## src/rtl/udma_jtag_fifo_ctrl.sv

```systemverilog
// JTAG FIFO transfer controller: bounded RX/TX byte-counted transfers
// between uDMA channel streams and the 32-bit JTAG FIFO streams.

module udma_jtag_fifo_ctrl_ch #(
  parameter int TRANS_SIZE = 16
) (
  input  logic                  clk_i,
  input  logic                  rst_i,
  input  logic                  clr_i,
  input  logic                  en_i,
  input  logic [TRANS_SIZE-1:0] size_i,
  input  logic [1:0]            ds_i,
  input  logic [31:0]           src_data_i,
  input  logic                  src_valid_i,
  output logic                  src_ready_o,
  output logic [31:0]           dst_data_o,
  output logic                  dst_valid_o,
  input  logic                  dst_ready_i,
  output logic [1:0]            ds_o,
  output logic                  busy_o,
  output logic [TRANS_SIZE-1:0] left_o,
  output logic                  done_o
);

  typedef enum logic [1:0] {
    ST_IDLE,
    ST_RUN,
    ST_DRAIN
  } state_e;

  state_e                r_state;
  logic [TRANS_SIZE-1:0] r_left;
  logic [1:0]            r_ds;
  logic [31:0]           r_buf;
  logic                  r_bvalid;
  logic                  r_done;

  logic [TRANS_SIZE-1:0] w_beat;
  logic [31:0]           w_mask;
  logic                  w_acc;
  logic                  w_hs;
  logic                  w_last;

  always_comb begin
    w_beat = TRANS_SIZE'(4);
    w_mask = 32'hFFFF_FFFF;
    case (r_ds)
      2'b00: begin
        w_beat = TRANS_SIZE'(1);
        w_mask = 32'h0000_00FF;
      end
      2'b01: begin
        w_beat = TRANS_SIZE'(2);
        w_mask = 32'h0000_FFFF;
      end
      default: ;
    endcase
  end

  assign src_ready_o = (r_state == ST_RUN) & (~r_bvalid | dst_ready_i);
  assign w_acc       = src_ready_o & src_valid_i;
  assign w_hs        = r_bvalid & dst_ready_i;
  // A short final beat consumes whatever is left, so no underflow.
  assign w_last      = (r_left <= w_beat);

  assign dst_data_o  = r_buf;
  assign dst_valid_o = r_bvalid;
  assign ds_o        = r_ds;
  assign busy_o      = (r_state != ST_IDLE);
  assign left_o      = r_left;
  assign done_o      = r_done;

  always_ff @(posedge clk_i or posedge rst_i) begin
    if (rst_i) begin
      r_state  <= ST_IDLE;
      r_left   <= '0;
      r_ds     <= '0;
      r_buf    <= '0;
      r_bvalid <= 1'b0;
      r_done   <= 1'b0;
    end else begin
      r_done <= 1'b0;
      if (clr_i) begin
        r_state  <= ST_IDLE;
        r_bvalid <= 1'b0;
        r_left   <= '0;
      end else begin
        case (r_state)
          ST_IDLE: begin
            if (en_i) begin
              r_ds   <= ds_i;
              r_left <= size_i;
              if (size_i == '0) r_done  <= 1'b1;
              else              r_state <= ST_RUN;
            end
          end
          ST_RUN: begin
            if (w_acc) begin
              r_buf    <= src_data_i & w_mask;
              r_bvalid <= 1'b1;
              r_left   <= w_last ? '0 : r_left - w_beat;
              if (w_last) r_state <= ST_DRAIN;
            end else if (w_hs) begin
              r_bvalid <= 1'b0;
            end
          end
          ST_DRAIN: begin
            if (w_hs) begin
              r_bvalid <= 1'b0;
              r_state  <= ST_IDLE;
              r_done   <= 1'b1;
            end
          end
          default: r_state <= ST_IDLE;
        endcase
      end
    end
  end

endmodule

module udma_jtag_fifo_ctrl #(
  parameter int TRANS_SIZE = 16
) (
  input  logic                  clk_i,
  input  logic                  rst_i,
  input  logic                  cfg_clr_i,
  input  logic                  cfg_rx_en_i,
  input  logic [TRANS_SIZE-1:0] cfg_rx_size_i,
  input  logic [1:0]            cfg_rx_datasize_i,
  input  logic                  cfg_tx_en_i,
  input  logic [TRANS_SIZE-1:0] cfg_tx_size_i,
  input  logic [1:0]            cfg_tx_datasize_i,
  input  logic [31:0]           fifo_rx_data_i,
  input  logic                  fifo_rx_valid_i,
  output logic                  fifo_rx_ready_o,
  output logic [31:0]           udma_rx_data_o,
  output logic [1:0]            udma_rx_datasize_o,
  output logic                  udma_rx_valid_o,
  input  logic                  udma_rx_ready_i,
  input  logic [31:0]           udma_tx_data_i,
  input  logic                  udma_tx_valid_i,
  output logic                  udma_tx_ready_o,
  output logic [1:0]            udma_tx_datasize_o,
  output logic [31:0]           fifo_tx_data_o,
  output logic                  fifo_tx_valid_o,
  input  logic                  fifo_tx_ready_i,
  output logic                  rx_busy_o,
  output logic                  tx_busy_o,
  output logic [TRANS_SIZE-1:0] rx_bytes_left_o,
  output logic [TRANS_SIZE-1:0] tx_bytes_left_o,
  output logic                  rx_done_evt_o,
  output logic                  tx_done_evt_o
);

  udma_jtag_fifo_ctrl_ch #(.TRANS_SIZE(TRANS_SIZE)) u_rx (
    .clk_i       (clk_i),
    .rst_i       (rst_i),
    .clr_i       (cfg_clr_i),
    .en_i        (cfg_rx_en_i),
    .size_i      (cfg_rx_size_i),
    .ds_i        (cfg_rx_datasize_i),
    .src_data_i  (fifo_rx_data_i),
    .src_valid_i (fifo_rx_valid_i),
    .src_ready_o (fifo_rx_ready_o),
    .dst_data_o  (udma_rx_data_o),
    .dst_valid_o (udma_rx_valid_o),
    .dst_ready_i (udma_rx_ready_i),
    .ds_o        (udma_rx_datasize_o),
    .busy_o      (rx_busy_o),
    .left_o      (rx_bytes_left_o),
    .done_o      (rx_done_evt_o)
  );

  udma_jtag_fifo_ctrl_ch #(.TRANS_SIZE(TRANS_SIZE)) u_tx (
    .clk_i       (clk_i),
    .rst_i       (rst_i),
    .clr_i       (cfg_clr_i),
    .en_i        (cfg_tx_en_i),
    .size_i      (cfg_tx_size_i),
    .ds_i        (cfg_tx_datasize_i),
    .src_data_i  (udma_tx_data_i),
    .src_valid_i (udma_tx_valid_i),
    .src_ready_o (udma_tx_ready_o),
    .dst_data_o  (fifo_tx_data_o),
    .dst_valid_o (fifo_tx_valid_o),
    .dst_ready_i (fifo_tx_ready_i),
    .ds_o        (udma_tx_datasize_o),
    .busy_o      (tx_busy_o),
    .left_o      (tx_bytes_left_o),
    .done_o      (tx_done_evt_o)
  );

endmodule

```

## config.mk

```make
export PLATFORM = sky130hd
export DESIGN_NAME = udma_jtag_fifo_ctrl
export DESIGN_NICKNAME = d
export VERILOG_FILES = /design/src/rtl/udma_jtag_fifo_ctrl.sv
export SDC_FILE = /design/constraint.sdc
export NUM_CORES = 1
export LEC_CHECK = 0
export BUFFER_PORTS_ARGS = -buffer_cell sky130_fd_sc_hd__buf_2
export CAP_MARGIN = 10
export CORE_MARGIN = 2
export CORE_UTILIZATION = 35
export CTS_CLUSTER_DIAMETER = 60
export DETAILED_ROUTE_END_ITERATION = 6
export SYNTH_ARGS = -nofsm -noshare
export SYNTH_HDL_FRONTEND = slang
export SYNTH_HIERARCHICAL = 1
export SYNTH_SLANG_ARGS = --single-unit
```

## constraint.sdc

```tcl
create_clock -name clk_i -period 6.2 [get_ports clk_i]
set_input_delay 0.62 -clock clk_i [delete_from_list [all_inputs] [get_ports clk_i]]
set_output_delay 0.62 -clock clk_i [all_outputs]
set_load 0.02 [all_outputs]
```

# == After elaboration in Yosys (flattened, before gate mapping) ==
# Index checks and enable logic that the tools add are counted.
# op_classes
n_addsub,2
n_lt_le_gt_ge,2
n_eq_ne,16
mux,46
n_bitwise,13
reduce_logical,20
# ops
operator,count
16-bit 2-to-1 mux,8
32-bit one-hot mux with 2 select lines,2
32-bit bitwise AND,2
16-bit one-hot mux with 2 select lines,2
16-bit by 3-bit <= comparator with 1-bit output,2
16-bit zero test,2
16-bit by 3-bit subtractor with 16-bit output,2
2-bit 2-to-1 mux,12
"3-bit by 2-bit != test with 1-bit output, second input constant",6
3-bit AND reduction,6
1-bit 2-to-1 mux,14
"3-bit != test, second input constant",4
2-bit one-hot mux with 3 select lines,2
3-bit one-hot mux with 2 select lines,2
3-bit nonzero test,4
5-bit AND reduction,2
"2-bit by 1-bit == test with 1-bit output, second input constant",4
2-bit zero test,4
1-bit one-hot mux with 2 select lines,4
1-bit bitwise AND,6
"2-bit == test, second input constant",2
2-bit nonzero test,2
1-bit NOT,3
1-bit OR,2
# totals
register_bits,108
input_bits,109
out_inout_bits,108

# == Longest topological paths before layout ==
# logic_depth
depth_word,7
ltp_mapped,13
mapped_depth_nobuf,10

# == Cells and area by module ==
# The synthesis kept the hierarchy.
# by_module_without_submodules
mod,instances,cells_each,area_each_um2
udma_jtag_fifo_ctrl_ch (u_tx),1,311,2879.0
udma_jtag_fifo_ctrl_ch (u_rx),1,302,2765.2

# == Worst setup path after synthesis ==
# No wires, ideal clock.
# synth_path
path_type,reg-to-reg
start,"register u_tx.r_ds[1], in the netlist u_tx/ds_o[1]"
end,"register u_tx.r_left[14], in the netlist u_tx/left_o[14]"
setup_ps,82
arrival_ps,3042
t_required_ps,6118
slack_ps,3076
stages_incl_launch_ff,13
n_path_buf,2
synth_period_minus_slack_ps,3124
path_cell_list,dfrtp_1 -> clkbuf_1 -> or2_2 -> clkbuf_1 -> inv_1 -> ha_1 -> inv_1 -> fa_1 -> a211oi_2 -> nand4b_1 -> or4_1 -> o31a_1 -> o22ai_1
# synth_between
elab_chain_len,7
word_cells_on_any_way,9
classes_between,1 x add/sub; 1 x order compare; 1 x eq/ne; 5 x mux; 1 x reduce/logical
# synth_rtl
item,line_no,source
from (decl),33,logic [1:0] r_ds;
from (signal assigned),91,r_ds <= ds_i;
2-bit by 1-bit == test with 1-bit output / 2-bit zero test (equally long branches),47,case (r_ds)
3-bit one-hot mux with 2 select lines (*),47,
16-bit by 3-bit subtractor with 16-bit output / 16-bit by 3-bit <= comparator with 1-bit output (equally long branches),"101, 64",
16-bit 2-to-1 mux (*),101,r_left <= w_last ? '0 : r_left - w_beat;
16-bit 2-to-1 mux (*),98,if (w_acc) begin
16-bit one-hot mux with 2 select lines (*),88,case (r_state)
16-bit 2-to-1 mux (*),83,if (clr_i) begin
to (signal assigned),92,r_left <= size_i;
to (signal assigned),101,
to (decl),32,logic [TRANS_SIZE-1:0] r_left;
# Mark *: on every way between the ends. The rest lies on a longest branch, timed or not. The select of a mux whose other input is x is not followed.
# A chain may end at the register's enable or synchronous reset.

# == Worst setup path after layout ==
# Same ends and word-level chain as after synthesis.

==> metrics.yaml <==
yosysUniqueCellTypes: 65
yosysSeqAreaShare: 0.479
min_path_type: "input port to async pin"
crit_fanout: 19
finalSetupViolCount: 0
cts_buffers: 9
netSwitchingPower_mw: 1.83
rows: 46
cts-resized-gates: 0
finalMaxSlewViolations: 0
fin_nets: 925
yosys_warnings: 6
grt_overflow: 0
comb_power_share: 0.517
p_leak_nw: 3.55
clk_latency_ps: 350
netlist_area_sq_um: 5640
io_pins: 217
power_density_nw_per_um2: 536
seqPwrFrac: 0.336
hpwl_um: 11900
clock.fmax_ghz: 0.302
coreArea_sq_um: 15800
grt_util_all_layers: 0.182
multi_input_comb_area_sq_um: 2700
drt_first_pass_iters: 5
layout_common_cells: "buf_2 (216), nand2_1 (123), dfrtp_1 (108)"
drive_above_1_share: 0.343
clock_path_buffers: 2
maxSlewHeadroom: 0.310
viasPerCell: 5.17
fillers: 1607
wirelength_um: 16200
max_slew.worst_pin.slew_ps: 1030
cts.clk_slew.worst_paths_ps: 70
hold_viol: 0
cellInternalPower_mw: 2.00
vias: 5325
antenna_found_initial: 0
cts_hold_buf: 0
cts_tree: "yes"
synth_edf_count: 0
arrival_ps: 3580
clkPwrFrac: 0.147
gp_congestion: 0.888
drc: 0
synthToLayoutAreaGrowth_pct: 26.6
syn_nets: 730
cap_violations: 0
final_common_cell: "buf_2"
synth-main-ff-cell: "dfrtp_1"
peakVddDrop_mv: 0.185
die_w_um: 131
cts_max_level: 3
path_class: "flip-flop to flip-flop"
cts_sinks: 108
die-area_sq_um: 17200
cp.required_ps: 6470
syn_inst: 613
r2r_slack_ps: 2890
synthTopCellsByArea: "dfrtp_1 (48%), nand2_1 (8.2%), o21ai_0 (5.7%)"
port-buffer-count: 216
rsz0062_at_grt: "no"
first_iter_violations: 417
fin_crit_sh: 0.534
avgSynthCellArea_sq_um: 9.21
grt_max_degree: 60
skew_ps: 13.8
fin_crit_ps: 3310
synth_largest_area_cell: "dfrtp_1"
cp-start-kind: "flip-flop"
antennaDiodeCount: 0
final_core_util: 0.452
initial_core_util: 0.357
swShare: 0.477
status: "finished clean"
die_h_um: 131
finalSetupTns_ps: 0
seq_area_sq_um: 2700
rr_startpoint: "u_tx/ds_o[1]"
cts_root_buf: "clkbuf_16"
crit_path_end_kind: "flip-flop"
first_global_vias: 4691
grt_pass1_wl_um: 24500
wl_per_cell_um: 15.7
reg2reg_depth: 10
crit-reg2reg-capture: "u_tx/left_o[14]"
yosysTopAreaCellShare: 0.479
drtAntennaViolNets: 0
postCtsSetupRepairBufs: 0
ys_ff_latch: 108
postSynth.asyncResetShare: 1.00
-- routing by layer --
layer  vias to the layer above  track usage  part of all wire
li1                       2587            -                 -
met5                         -            0                 0
met4                         0       0.0663             0.021
met3                        25       0.0261             0.059
met1                      2536        0.259              0.46
met2                       177        0.281              0.46
-- kinds of logic after synthesis --
kind of cell	after synthesis	synth area share
AO/OA/AOI/OAI	181	0.214
XOR/XNOR	2	0.00310
adder cells (fa/ha/maj)	8	0.0204
buffers and inverters	57	0.0443
flip-flops	108	0.479
multiplexers	19	0.0379
AND/OR/NAND/NOR	238	0.202
-- layout make-up --
class / count / area share
timing repair buffer: 220 / 0.155
multi-input combinational: 448 / 0.378
sequential: 108 / 0.378
clock inverter: 6 / 0.00788
tap: 216 / 0.0378
inverter: 21 / 0.0110
clock buffer: 10 / 0.0320
-- power by group through the flow --
stage	Clock, mW	Combinational [mW]	Sequential (mW)
after floorplan	0	1.08	1.57
final	0.562	1.98	1.29
after CTS	0.583	1.98	1.29
after global placement	0	1.97	1.30
after global routing	0.611	2.17	1.34
after detailed placement	0	1.97	1.30
-- synthesized netlist by cell type, drive strengths merged, types with 6 or more instances --
cell type and number:
inv 21, clkbuf 29, o211ai 6, a32oi 6, a221oi 6, mux2 19, o21ai 67, buf 7
or2 7, o2bb2ai 6, or4 7, nor2 27, a21o 6, nand2 123, a22oi 8, nor4 14
nand3 11, ha 6, nand2b 8, dfrtp 108, a21oi 32, nor3 17, and2 6
-- sequential cells by signal, summed over array words and instances (netlist names), 2 cells and up --
register and count:
u_tx/dst_data_o 32, u_tx/left_o 16, u_rx/left_o 16, u_rx/ds_o 2
u_rx/r_state 2, u_rx/dst_data_o 32, u_tx/r_state 2, u_tx/ds_o 2
-- critical path, cell delays in order, from the launching register on --
cell and delay, ps:
dfrtp_1 600, or2_2 450, inv_1 80, ha_1 150
inv_1 70, fa_1 460, a211oi_2 320, nand4b_1 240
or4_1 480, o31a_1 250, o22ai_1 140
-- worst max path at each step --
stage                       startpoint               to  slack, ps  depth (start not counted)
final                     u_tx/ds_o[1]  u_tx/left_o[14]       2890                         10
after global routing      u_tx/ds_o[1]  u_tx/left_o[14]       2620                         10
after CTS                 u_tx/ds_o[1]  u_tx/left_o[14]       2890                         10
after detailed placement  u_tx/ds_o[1]  u_tx/left_o[14]       2920                         10
after global placement    u_tx/ds_o[1]  u_tx/left_o[14]       2980                         10
after floorplan           u_tx/ds_o[1]  u_tx/left_o[14]       3080                         12
-- metrics by stage --
step	worst slack, ps	area, sq um	power (mW)	hold WS, ps	cells
final	2890	7150	3.83	471	1029
after global routing	2620	7150	4.13	486	1029
after CTS	2890	7150	3.85	454	1029
after detailed placement	2920	6860	3.27	464	1013
after global placement	2980	6860	3.27	457	1013
after floorplan	3080	5640	2.66	589	613
No activity file was read; power rests on OpenSTA's default activity.
